### config.mk
export PLATFORM = sky130hd
export DESIGN_NAME = nbody_body_loader
export DESIGN_NICKNAME = d
export VERILOG_FILES = /design/src/rtl/nbody_pkg.sv /design/src/rtl/nbody_body_loader.sv
export SDC_FILE = /design/constraint.sdc
export NUM_CORES = 1
export LEC_CHECK = 0
export ABC_AREA = 1
export BUFFER_PORTS_ARGS = -buffer_cell sky130_fd_sc_hd__buf_2
export CAP_MARGIN = 20
export CORE_ASPECT_RATIO = 1.2
export CORE_UTILIZATION = 25
export CTS_BUF_LIST = sky130_fd_sc_hd__clkbuf_8 sky130_fd_sc_hd__clkbuf_16
export CTS_CLUSTER_SIZE = 28
export DETAILED_ROUTE_END_ITERATION = 8
export HOLD_SLACK_MARGIN = 0.1
export PLACE_DENSITY = 0.57
export SYNTH_ARGS = -nofsm -noshare
export SYNTH_HDL_FRONTEND = slang
export SYNTH_SLANG_ARGS = --single-unit
### constraint.sdc
create_clock -name clk -period 1.6 [get_ports clk]
set_clock_uncertainty 0.2 [all_clocks]
set_input_delay 0.4 -clock clk [delete_from_list [all_inputs] [get_ports clk]]
set_output_delay 0.4 -clock clk [all_outputs]
set_load 0.05 [all_outputs]
### src/rtl/nbody_pkg.sv
// rtl/nbody_pkg.sv - shared constants, record type and state encoding for the body loader
package nbody_pkg;

  localparam int NBODY_DATA_W     = 80;
  localparam int NBODY_ADDR_W     = 15;
  localparam int NBODY_FORCE_BASE = 400;

  typedef logic [NBODY_DATA_W-1:0] body_t;

  typedef enum logic [1:0] {
    S_IDLE,
    S_LOAD,
    S_CLEAR,
    S_DONE
  } load_state_e;

endpackage

### src/rtl/nbody_body_loader.sv
// rtl/nbody_body_loader.sv - streams N body records into RAM, optionally zeroes the force region
// Optional force clearing is enabled by defining NBODY_LOADER_CLEAR_FORCES_EN.
module nbody_body_loader
  import nbody_pkg::*;
#(
  parameter int N          = 2,
  parameter int ADDR_W     = NBODY_ADDR_W,
  parameter int DATA_W     = NBODY_DATA_W,
  parameter int FORCE_BASE = NBODY_FORCE_BASE
) (
  input  logic              clk,
  input  logic              reset,
  input  logic              start,
  input  logic              in_valid,
  input  logic [DATA_W-1:0] in_data,
  output logic              in_ready,
  output logic              wr_en,
  output logic [ADDR_W-1:0] wr_addr,
  output logic [DATA_W-1:0] wr_data,
  output logic              busy,
  output logic              done,
  output logic [ADDR_W-1:0] count
);

  if (N < 1 || N > 400 || (FORCE_BASE + N - 1) >= (1 << ADDR_W)) begin : g_param_check
    $error("nbody_body_loader: N or FORCE_BASE+N-1 out of range for ADDR_W");
  end

  localparam logic [ADDR_W-1:0] N_A = ADDR_W'(N);
  localparam logic [ADDR_W-1:0] ONE = ADDR_W'(1);

  load_state_e state, state_nxt;
  logic        hs;

  assign hs = in_valid & in_ready;

`ifdef NBODY_LOADER_CLEAR_FORCES_EN
  localparam logic [ADDR_W-1:0] FB_A = ADDR_W'(FORCE_BASE);
  logic [ADDR_W-1:0] clr_idx;
`endif

  always_ff @(posedge clk or negedge reset) begin
    if (!reset) state <= S_IDLE;
    else        state <= state_nxt;
  end

  always_comb begin
    state_nxt = state;
    case (state)
      S_IDLE: if (start) state_nxt = S_LOAD;
`ifdef NBODY_LOADER_CLEAR_FORCES_EN
      S_LOAD:  if (hs && count == N_A - ONE) state_nxt = S_CLEAR;
      S_CLEAR: if (clr_idx == N_A) state_nxt = S_DONE;
`else
      // Stay one extra cycle so done follows the final write rather than coinciding with it.
      S_LOAD: if (count == N_A) state_nxt = S_DONE;
`endif
      S_DONE:  state_nxt = S_IDLE;
      default: state_nxt = S_IDLE;
    endcase
  end

  always_comb begin
    in_ready = (state == S_LOAD) && (count != N_A);
    busy     = (state != S_IDLE);
    done     = (state == S_DONE);
  end

  // Write port is registered: a handshake in cycle t shows up on wr_* in cycle t+1.
  always_ff @(posedge clk or negedge reset) begin
    if (!reset) begin
      wr_en   <= 1'b0;
      wr_addr <= '0;
      wr_data <= '0;
      count   <= '0;
`ifdef NBODY_LOADER_CLEAR_FORCES_EN
      clr_idx <= '0;
`endif
    end else begin
      wr_en <= 1'b0;
      if (state == S_IDLE && start) count <= '0;
      if (hs) begin
        wr_en   <= 1'b1;
        wr_addr <= count;
        wr_data <= in_data;
        count   <= count + ONE;
      end
`ifdef NBODY_LOADER_CLEAR_FORCES_EN
      if (hs) clr_idx <= '0;
      if (state == S_CLEAR && clr_idx != N_A) begin
        wr_en   <= 1'b1;
        wr_addr <= FB_A + clr_idx;
        wr_data <= '0;
        clr_idx <= clr_idx + ONE;
      end
`endif
    end
  end

endmodule

==> impl_results.md, run 1 <==
- Worst Path Max Fanout: 2
- First-pass GRT wire length: 28.0 mm
- Die footprint: 19,400 um2
- DR pass1 iterations: 4
- Leakage: 5.45 nW
- ANT cells: 0
- Insertion delay to the later sink of the worst-skew pair: 0.41 ns
- TritonCTS clock tree: done
- Critical path startpoint category: flip-flop
- Pwr dens: 2340 nW/um2
- Failing checks: negative setup slack
- Worst-margin pin slew: 0.440 ns
- R2R setup slack: -0.55 ns
- Post-Route WL: 21.3 mm
- Routed Antenna Nets: 0
- Crit path cell chain: inv_2 > ha_4 > nand2_2 > nor2_2 > nand2_2 > nand2_2 > clkinvlp_4 > buf_8
- Setup crit end kind: output pin
- Final number of setup-violating endpoints: 131
- Total GRT Usage: 19.0%
- RSZ-0062 raised after global routing: true
- Fin area: 10,500 um2
- CP max-delay cell: dfrtp_2
- Synth cell types: 16
- Hold Fails Final Rpt: 0
- Post-route clock period utilization: 135%
- CTS Sinks: 113
- Initial Utilization: 25.8%
- Status: finished with violations
- DR vias: 5,441
- 1st-iter DRT viols: 245
- Port bufs: 197
- Post-DP HPWL: 9.71 mm
- Worst vdd ir: 0.977 mV
- Most frequent CP cell: nand2_2
- CP Data Required Time: 1.00 ns
- Placement row count: 54
- Final nets: 1,046
- Deepest clock path buffer count: 2
- Worst-path clk slew: 0.05 ns
- Max transition margin: 70.7%
- Cells after Synth: 559
- Final min period: 2.16 ns
- DRC errors left: 0
- Area of the core: 18,300 um2
- Final setup TNS: -50.19 ns
- Syn_nets: 645
- Post-synthesis sequential area ratio: 59.9%
- Die H: 153 um
- Die X: 127 um
- Layout area overhead: 122%
- Largest net degree at the start of global routing: 26
- Pre-CTS WS: -0.209 ns
- Fin worst setup slack: -0.559 ns
- Routed WL per cell: 17.4 um
- IO Pins: 198
- Worst EP arrival: 1.56 ns
- Hold crit path type: flip-flop to flip-flop
- Inserted Clock Buffers: 17
- Initial antenna violation count: 0
- Max incr delay on CP: 0.41 ns
- Fmax: 0.463 GHz
- Synth area leader: dfrtp_1
- Filler instances: 1,462
- Htree depth: 4
- Root Buffer: clkbuf_16
- Global placer's final weighted congestion: 0.790
- Placed cell area: 6330 um2
- Design Power: 24.6 mW
- Synth top area share: 59.9%
- Area of the mapped netlist: 4720 um2
- Layout cells sized above 1: 54.3%
- Yosys Warn Count: 0
- Total gr overflow: 0
- WS Path Type: flip-flop to output pin
- DR vias/cell: 4.45
- Vias in the first global route: 5,310
- Synth area leaders: dfrtp_1 (60%), nand2_1 (26%), buf_6 (2.6%)
- Final Max Slew Viols: 0
- Max Cap Violations: 0
- Synthesized flop and latch total: 113
- Mean Syn Cell Area: 8.44 um2
[worst max-delay path: cells and delay by family (launching register included)]
family | cells | cell delay, ns
flops | 1 | 0.41
simple gates | 4 | 0.31
buf+inv | 3 | 0.32
fa+ha+maj | 1 | 0.12
[layer usage]
metal / share of wire [%] / wire length, um / global-route usage (%)
met4: 4.8 / 1020 / 9.47
met5: 0 / 0 / 0
met3: 5.2 / 1110 / 4.85
met1: 37 / 7830 / 20.9
met2: 53 / 11300 / 33.6
[timing repair]
action                                  in CTS  in global routing
pin swaps                                    3                 52
hold endpoints to repair                   181                  0
hold buffers                                82                  0
gates resized for setup                    236                306
endpoints found under the setup margin     221                212
setup buffers                               22                 55
cloned                                      19                  5
[cells in the mapped netlist]
library cell	number
inv_2	1
nor3_1	1
nand2_1	326
buf_2	12
ha_1	2
buf_6	11
nand2_2	1
clkbuf_1	2
xor2_1	8
nand4_1	4
o21ai_0	11
dfrtp_1	113
nor2_1	23
inv_1	20
nand3_2	1
nand3_1	23
[registers in the layout, summed over array words and instances, names as in the netlist]
name     cells
wr_addr     15
state        2
wr_en        1
count       15
wr_data     80
[kinds of logic (layout without fill, tap and decap cells)]
logic type / count (synthesis) / in the layout / share of synthesized area (%)
DFF: 113 / 113 / 59.9
AOI/OAI and AO/OA: 11 / 11 / 1.17
and+or+nand+nor: 379 / 379 / 31.2
xor gates and xnor gates: 8 / 8 / 1.48
buffers and inverters: 46 / 459 / 5.73
adders and majority gates: 2 / 2 / 0.530
[through the flow]
stage / util [%] / cells / hold slack [ns]
global placement: 34.6 / 1030 / 0.157
CTS: 50.6 / 1182 / 0.259
finish: 57.3 / 1224 / 0.280
global route: 57.3 / 1224 / 0.278
floorplan: - / 559 / -0.0956
detailed placement: 34.6 / 1030 / 0.156
[final timing paths]
path / start / end / cells after the start
worst min register to register: wr_data[77]$_DFFE_PN0P_ / wr_data[77]$_DFFE_PN0P_ / 2
worst max-delay path: count[0]$_DFFE_PN0P_ / in_ready / 8
min in group asynchronous: reset / wr_data[14]$_DFFE_PN0P_ / 2
worst min-delay path: wr_data[77]$_DFFE_PN0P_ / wr_data[77]$_DFFE_PN0P_ / 2
max in group asynchronous: reset / wr_data[79]$_DFFE_PN0P_ / 3
worst max register to register: count[1]$_DFFE_PN0P_ / wr_data[52]$_DFFE_PN0P_ / 14
[layout make-up]
cell class	count	area, um2	share of cell area [%]
clock buffer	19	453	4.31
clock inverter	12	189	1.80
inverter	21	97.6	0.930
multi-input combinational	400	2230	21.2
sequential	113	2840	27.1
tap	252	315	3.00
timing repair buffer	407	4370	41.7
[where the power goes]
| group | total, mW | switching, mW | internal, mW |
|---|---|---|---|
| clock network | 4.18 | 1.36 | 2.82 |
| logic | 15.5 | 8.70 | 6.78 |
| registers | 4.90 | 0.899 | 4.01 |
| total | 24.6 | 11.0 | 13.6 |
[placed cells by master, fill, tap and decap left out, types with 21 or more instances in the layout]
cell           synthesis  routed
dfrtp_1              113     100
nand2_1              326     187
buf_4                  0      60
clkbuf_16              0      22
nand2_4                0      38
dlygate4sd3_1          0      82
buf_12                 0      21
buf_6                 11     116
buf_2                 12      82
buf_8                  0      23
nand2_2                1     102
No activity file was read; power rests on OpenSTA's default activity.
==> inputs of run 2 (changes only) <==
PLACE_DENSITY = 0.51   (was 0.57)
==> run 2 against run 1 <==
Effect of this change: the flow still finishes with violations (negative setup slack); largest power group unchanged; routed wire length down 5.5%; sequential power fell by 1%; combinational power about the same; highest routed layer unchanged; cell area up 1.2%; global-route usage down 0.096 points; worst setup slack worse by 0.049 ns; final cell count about the same; sequential share of layout area shrank 0.32 points; count of clock-buffer cells in the layout up 1; die area stayed put; register-to-register slack lost 0.06 ns; largest cell class unchanged; core utilization increased by 0.66 points.
==> impl_results.md, run 2 (same netlist as run 1, synthesis figures left out) <==
- Port bufs: 197 (unchanged)
- Largest net degree at the start of global routing: 51 (was 26)
- Root Buffer: clkbuf_16 (unchanged)
- Worst Path Max Fanout: 6 (was 2)
- Max incr delay on CP: 0.41 ns (about the same)
- Final min period: 2.21 ns (was 2.16 ns)
- Die footprint: 19,400 um2 (unchanged)
- Final Max Slew Viols: 0 (unchanged)
- Hold Crit Endpoint: wr_data[14]$_DFFE_PN0P_ (was wr_data[77]$_DFFE_PN0P_)
- Pwr dens: 2330 nW/um2 (was 2340 nW/um2)
- Met2 GRT Util: 34.3% (was 33.6%)
- Worst-margin pin slew: 0.300 ns (was 0.440 ns)
- Reg2reg end: wr_data[32]$_DFFE_PN0P_ (was wr_data[52]$_DFFE_PN0P_)
- CTS Sinks: 113 (unchanged)
- DR pass1 iterations: 4 (unchanged)
- Initial Utilization: 25.8% (unchanged)
- Final nets: 1,045 (was 1,046)
- Post-DP HPWL: 9.16 mm (was 9.71 mm)
- Insertion delay to the later sink of the worst-skew pair: 0.41 ns (about the same)
- Met1 usage: 21.2% (was 20.9%)
- DR vias: 5,225 (was 5,441)
- Top flop regs: wr_data (80), count (15), wr_addr (15) (unchanged)
- Routed WL per cell: 16.5 um (was 17.4 um)
- Internal Power: 13.9 mW (was 13.6 mW)
- Final number of setup-violating endpoints: 131 (unchanged)
- Layout area overhead: 125% (was 122%)
- Failing checks: negative setup slack (unchanged)
- Fin worst setup slack: -0.608 ns (was -0.559 ns)
- Worst reg2reg path depth: 14 (unchanged)
- CP max-delay cell: dfrtp_2 (unchanged)
- Global placer's final weighted congestion: 0.756 (was 0.790)
- Area of the core: 18,300 um2 (unchanged)
- 1st-iter DRT viols: 222 (was 245)
- Die X: 127 um (unchanged)
- Inserted Clock Buffers: 17 (unchanged)
- Combinational Power Share: 64.1% (was 63.0%)
- Register share of total power: 19.6% (was 20.0%)
- Bufs and invs on worst path: 7 (was 3)
- Layout cells sized above 1: 53.9% (was 54.3%)
- Placement row count: 54 (unchanged)
- Vias in the first global route: 5,064 (was 5,310)
- CP Data Required Time: 1.69 ns (was 1.00 ns)
- Status: finished with violations (unchanged)
- Most frequent cells in the layout: nand2_1 (188), buf_6 (118), nand2_2 (103) (was nand2_1 (187), buf_6 (116), nand2_2 (102))
- Worst EP arrival: 2.30 ns (was 1.56 ns)
- Htree depth: 4 (unchanged)
- Worst vdd ir: 0.977 mV (about the same)
- RSZ-0062 raised after global routing: true (unchanged)
- Switching power: 10.9 mW (was 11.0 mW)
- Hold crit path type: flip-flop to flip-flop (unchanged)
- Fmax: 0.453 GHz (was 0.463 GHz)
- Post-Route WL: 20.1 mm (was 21.3 mm)
- Worst hold start: wr_data[14]$_DFFE_PN0P_ (was wr_data[77]$_DFFE_PN0P_)
- Critical path startpoint category: flip-flop (unchanged)
- ANT cells: 0 (unchanged)
- Routed Antenna Nets: 0 (unchanged)
- Met3 Resource Use GR: 4.53% (was 4.85%)
- RR Startpoint: count[0]$_DFFE_PN0P_ (was count[1]$_DFFE_PN0P_)
- DRC errors left: 0 (unchanged)
- Hold Fails Final Rpt: 0 (unchanged)
- Max transition margin: 79.9% (was 70.7%)
- DR vias/cell: 4.27 (was 4.45)
- TritonCTS clock tree: done (unchanged)
- Leakage: 5.48 nW (was 5.45 nW)
- Grt peak-use layer: met2 (unchanged)
- Biggest register: wr_data (unchanged)
- Total gr overflow: 0 (unchanged)
- Crit path cell chain: inv_2 > ha_4 > nand2_2 > nor2_4 > nand2_2 > buf_4 > buf_6 > nand3_4 > buf_12 > clkinv_16 > buf_16 > clkbuf_16 > nand2_1 > nand2_1 (was inv_2 > ha_4 > nand2_2 > nor2_2 > nand2_2 > nand2_2 > clkinvlp_4 > buf_8)
- Setup crit end kind: flip-flop (was output pin)
- Hold WS: 0.288 ns (was 0.280 ns)
- Initial antenna violation count: 0 (unchanged)
- First-pass GRT wire length: 27.6 mm (was 28.0 mm)
- Worst path top cell family by delay: buffers and inverters (was flip-flops)
- WS Path Type: flip-flop to flip-flop (was flip-flop to output pin)
- Switching share of power: 43.9% (was 44.6%)
- IO Pins: 198 (unchanged)
- Clk pwr share: 16.3% (was 17.0%)
- Flip-flop count of the largest register after layout: 80 (unchanged)
- Commonest non-fill, non-tap cell in the layout: nand2_1 (unchanged)
- Post-route clock period utilization: 138% (was 135%)
- Worst-path clk slew: 0.05 ns (about the same)
- R2R setup slack: -0.61 ns (was -0.55 ns)
- Die H: 153 um (unchanged)
- Pre-CTS WS: -0.214 ns (was -0.209 ns)
- Total GRT Usage: 18.9% (was 19.0%)
- Hold Crit Depth: 2 (unchanged)
- Deepest clock path buffer count: 2 (unchanged)
- Max Cap Violations: 0 (unchanged)
-- run 2: per-layer routing --
| metal | share of wire (%) | wire length, um | up-vias |
|---|---|---|---|
| met1 | 39 | 7770 | 2530 |
| li1 | - | - | 2526 |
| met2 | 55 | 11000 | 143 |
| met5 | 0 | 0 | - |
| met3 | 4.3 | 865 | 26 |
| met4 | 2.3 | 456 | 0 |
-- run 2: layout make-up --
cell class	instances	area, um2
fill	1435	7690
timing repair buffer	406	4510
sequential	113	2840
multi-input combinational	400	2210
clock buffer	20	467
tap	252	315
clock inverter	11	160
inverter	21	111
-- run 2: power by group through the flow --
| stage | combinational (mW) | sequential, mW | clock (mW) |
|---|---|---|---|
| global placement | 8.59 | 4.53 | 0 |
| global route | 16.6 | 4.95 | 4.24 |
| finish | 15.8 | 4.84 | 4.04 |
| CTS | 13.4 | 4.66 | 4.12 |
| floorplan | 2.59 | 8.39 | 0 |
| detailed placement | 8.62 | 4.55 | 0 |
-- run 2: repair_timing --
item / CTS / global route
endpoints found under the setup margin: 223 / 208
hold endpoints to repair: 194 / 0
hold buffers: 82 / 0
buffers inserted: 28 / 45
cloned: 24 / 6
pin swaps: 1 / 29
gates resized for setup: 257 / 281
-- run 2: worst max-delay path by stage --
stage,from,to,slack [ns],cells past startpoint
CTS,count[0]$_DFFE_PN0P_,in_ready,-0.57,8
global placement,count[8]$_DFFE_PN0P_,in_ready,-0.21,7
finish,count[0]$_DFFE_PN0P_,wr_data[32]$_DFFE_PN0P_,-0.61,14
global route,count[0]$_DFFE_PN0P_,wr_data[32]$_DFFE_PN0P_,-0.67,14
detailed placement,count[0]$_DFFE_PN0P_,in_ready,-0.21,8
floorplan,count[0]$_DFFE_PN0P_,in_ready,-0.29,7
-- run 2: metrics by stage --
step | power [mW] | area, um2 | util, % | TNS, ns | instances
global route | 25.7 | 10600 | 58.0 | -68.57 | 1223
CTS | 22.2 | 9400 | 51.4 | -53.72 | 1182
global placement | 13.1 | 6240 | 34.1 | -14.16 | 1020
detailed placement | 13.2 | 6240 | 34.1 | -15.64 | 1020
floorplan | 11.0 | 4760 | - | -21.71 | 559
finish | 24.7 | 10600 | 58.0 | -59.25 | 1223
-- run 2: worst register-to-register path, delay by kind of cell, from the launching register on --
kind	cells	cell delay, ns
AND/OR/NAND/NOR	6	0.48
flip-flops	1	0.41
buffers and inverters	7	0.87
adder cells (fa/ha/maj)	1	0.12
==> inputs of run 3 (changes only) <==
ABC_AREA = not set   (was 1)
==> run 3 against run 2 <==
Effect of this change: the run still ends with negative setup slack left; clock power grew 4%; sequential cell count is the same; global-route usage grew 0.86 points; cell area grew 0.94%; final cell count shrank 5.3%; core utilization grew 1.2 points; largest cell class unchanged; via count grew 0.77%; worst setup slack lost 0.060 ns; critical path depth shrank 3; synthesized cell count shrank 8.1%.
==> impl_results.md, run 3 <==
- Compound-gate portion of the synthesized area: 3.72% (was 1.17%)
- DR pass1 iterations: 4 (unchanged)
- Worst path top cell family by delay: buffers and inverters (unchanged)
- Htree depth: 4 (unchanged)
- Worst-path clk slew: 0.06 ns (was 0.05 ns)
- Yosys Warn Count: 0 (unchanged)
- Post-synth EDFFs: 0 (unchanged)
- Placed cell area: 6250 um2 (was 6240 um2)
- Placement row count: 54 (unchanged)
- Fmax: 0.441 GHz (was 0.453 GHz)
- Bufs and invs on worst path: 6 (was 7)
- Final number of setup-violating endpoints: 138 (was 131)
- Worst-margin pin slew: 0.360 ns (was 0.300 ns)
- CP Data Required Time: 1.75 ns (was 1.69 ns)
- Post-synthesis sequential area ratio: 61.3% (was 59.9%)
- Main combinational cell family by area after synthesis: simple AND/OR/NAND/NOR gates (unchanged)
- Syn_nets: 600 (was 645)
- Area of the core: 18,100 um2 (was 18,300 um2)
- Placed cell count: 956 (was 1,020)
- Initial antenna violation count: 0 (unchanged)
- Die H: 151 um (was 153 um)
- Vias in the first global route: 5,264 (was 5,064)
- Post-synth ARST share: 100% (unchanged)
- Fin worst setup slack: -0.668 ns (was -0.608 ns)
- Most frequent cells in the layout: buf_6 (125), nand2_2 (119), nand2_1 (107) (was nand2_1 (188), buf_6 (118), nand2_2 (103))
- Max Cap Violations: 0 (unchanged)
- Worst vdd ir: 1.30 mV (was 0.977 mV)
- DR vias: 5,265 (was 5,225)
- DR vias/cell: 4.55 (was 4.27)
- Mean Syn Cell Area: 8.97 um2 (was 8.44 um2)
- Largest net degree at the start of global routing: 64 (was 51)
- Pwr dens: 2230 nW/um2 (was 2330 nW/um2)
- Top flop regs: wr_data (80), count (15), wr_addr (15) (unchanged)
- Insertion delay to the later sink of the worst-skew pair: 0.42 ns (was 0.41 ns)
- Synth cell types: 36 (was 16)
- Area of the mapped netlist: 4610 um2 (was 4720 um2)
- Hold crit path type: input pin to flip-flop (was flip-flop to flip-flop)
- CP max-delay cell: dfrtp_2 (unchanged)
- Routed Antenna Nets: 0 (unchanged)
- Failing checks: negative setup slack (unchanged)
- Die X: 126 um (was 127 um)
- Post-Synth Adder-Cell Area: 0.543% (was 0.530%)
- Post-route clock period utilization: 142% (was 138%)
- Synth top area share: 61.3% (was 59.9%)
- Final Max Slew Viols: 0 (unchanged)
- Worst hold start: start (was wr_data[14]$_DFFE_PN0P_)
- Setup crit end kind: flip-flop (unchanged)
- Worst setup startpoint: count[13]$_DFFE_PN0P_ (was count[0]$_DFFE_PN0P_)
- Inserted Clock Buffers: 17 (unchanged)
- Status: finished with violations (unchanged)
- Die footprint: 19,000 um2 (was 19,400 um2)
- Commonest non-fill, non-tap cell in the layout: buf_6 (was nand2_1)
- TritonCTS clock tree: done (unchanged)
- Root Buffer: clkbuf_16 (unchanged)
- Post-Route WL: 19.7 mm (was 20.1 mm)
- Total GRT Usage: 19.7% (was 18.9%)
- ANT cells: 0 (unchanged)
- Routed WL per cell: 17.0 um (was 16.5 um)
- Crit path cell chain: nor4_4 > buf_4 > nand4_1 > buf_4 > nand2_8 > buf_6 > buf_12 > buf_12 > buf_12 > nand2_1 > nand2_1 (was inv_2 > ha_4 > nand2_2 > nor2_4 > nand2_2 > buf_4 > buf_6 > nand3_4 > buf_12 > clkinv_16 > buf_16 > clkbuf_16 > nand2_1 > nand2_1)
- Leakage: 5.52 nW (was 5.48 nW)
- Cells after Synth: 514 (was 559)
- Flip-flop count of the largest register after layout: 80 (unchanged)
- Synth area leader: dfrtp_1 (unchanged)
- Synthesized flop and latch total: 113 (unchanged)
- Pre-CTS WS: -0.571 ns (was -0.214 ns)
- 1st-iter DRT viols: 207 (was 222)
- Initial Utilization: 25.5% (was 25.8%)
- Worst EP arrival: 2.42 ns (was 2.30 ns)
- RSZ-0062 raised after global routing: true (unchanged)
- IO Pins: 198 (unchanged)
- Filler instances: 1,418 (was 1,435)
- Synth top cells by count: nand2_1 (290), dfrtp_1 (113), o21ai_0 (15) (was nand2_1 (326), dfrtp_1 (113), nand3_1 (23), nor2_1 (23), inv_1 (20))
- Deepest clock path buffer count: 2 (unchanged)
- Post-synth top flop: dfrtp_1 (unchanged)
- Fin cells: 1,158 (was 1,223)
- DRC errors left: 0 (unchanged)
- Synth area leaders: dfrtp_1 (61%), nand2_1 (24%), buf_6 (2.0%) (was dfrtp_1 (60%), nand2_1 (26%), buf_6 (2.6%))
- Total gr overflow: 0 (unchanged)
- Max incr delay on CP: 0.42 ns (was 0.41 ns)
- Final nets: 1,007 (was 1,045)
- Post-DP HPWL: 8.98 mm (was 9.16 mm)
- Layout area overhead: 133% (was 125%)
- Most frequent CP cell: buf_12
- Worst Path Max Fanout: 8 (was 6)
- CTS Sinks: 113 (unchanged)
- Post-Synth XOR/XNOR Area: 0% (was 1.48%)
- Critical path startpoint category: flip-flop (unchanged)
- Fin area: 10,700 um2 (was 10,600 um2)
- Port bufs: 197 (unchanged)
- Mux contribution to synthesized area: 0.651% (was 0%)
- Hold Fails Final Rpt: 0 (unchanged)
- RR Startpoint: count[13]$_DFFE_PN0P_ (was count[0]$_DFFE_PN0P_)
- Final min period: 2.27 ns (was 2.21 ns)
- Most common cell in the netlist: nand2_1 (unchanged)
- Max transition margin: 75.8% (was 79.9%)
- Synth Area in Simple Gates: 29.0% (was 31.2%)
- WS Path Type: flip-flop to flip-flop (unchanged)
- Biggest register: wr_data (unchanged)
- First-pass GRT wire length: 28.4 mm (was 27.6 mm)
- Global placer's final weighted congestion: 0.728 (was 0.756)
- Layout cells sized above 1: 63.5% (was 53.9%)
run 3: cell count changes after synthesis, sizes merged, moves of 8 or more:
cell   change
a21oi     +10
inv       -14
nand2     -37
nand3     -17
nor2      -17
xor2       -8
run 3: per-layer routing:
layer | up-vias | global-route usage, % | share of wire (%)
met5 | - | 0 | 0
met4 | 0 | 8.13 | 2.4
met3 | 36 | 4.34 | 4.6
met2 | 173 | 34.8 | 53
met1 | 2611 | 23.2 | 40
li1 | 2445 | - | -
run 3: final timing paths:
check / endpoint / slack [ns] / depth (start not counted)
worst max-delay path: wr_data[16]$_DFFE_PN0P_ / -0.67 / 11
worst min-delay path: count[1]$_DFFE_PN0P_ / 0.19 / 4
worst max register to register: wr_data[16]$_DFFE_PN0P_ / -0.67 / 11
worst min register to register: wr_data[57]$_DFFE_PN0P_ / 0.27 / 2
max in group asynchronous: wr_data[54]$_DFFE_PN0P_ / 0.53 / 3
min in group asynchronous: wr_data[14]$_DFFE_PN0P_ / 0.33 / 3
run 3: where the power goes:
group,internal (mW),leakage (nW),switching [mW]
Sequential,3.99,1.41,0.908
Clock,2.86,0.322,1.36
Combinational,6.41,3.79,8.40
run 3: cells by family (layout without fill, tap and decap cells):
group	Yosys count	count (layout)
AO/OA/AOI/OAI	30	30
adder cells (fa/ha/maj)	2	2
buffers and inverters	35	455
flip-flops	113	113
multiplexers	3	3
AND/OR/NAND/NOR	331	331
run 3: area by class of cell:
cell class	count	area [um2]	area share, %
timing repair inverter	1	16.3	0.152
multi-input combinational	366	2520	23.5
inverter	8	42.5	0.397
clock inverter	12	189	1.76
clock buffer	20	467	4.35
sequential	113	2850	26.6
tap	224	280	2.61
timing repair buffer	414	4360	40.7
run 3: timing repair:
item	CTS	global route
cloned	25	0
hold endpoints to repair	194	0
resized for setup	405	214
hold buffers	82	0
pin swaps	149	66
endpoints found under the setup margin	226	196
setup buffers	35	50
run 3: tightest hold or removal path, stage by stage:
cell,delay [ns]
buf_2,0.08
inv_1,0.04
o21ai_0,0.17
mux2i_1,0.08
run 3: per-stage QoR:
step | hold WS (ns) | power (mW) | utilization, % | setup TNS, ns
final | 0.193 | 23.9 | 59.2 | -67.50
after global routing | 0.247 | 24.9 | 59.2 | -77.44
after CTS | 0.152 | 22.5 | 54.8 | -51.69
after detailed placement | 0.227 | 13.1 | 34.5 | -55.88
after global placement | 0.232 | 13.0 | 34.5 | -54.26
after floorplan | -0.0956 | 10.9 | - | -41.82
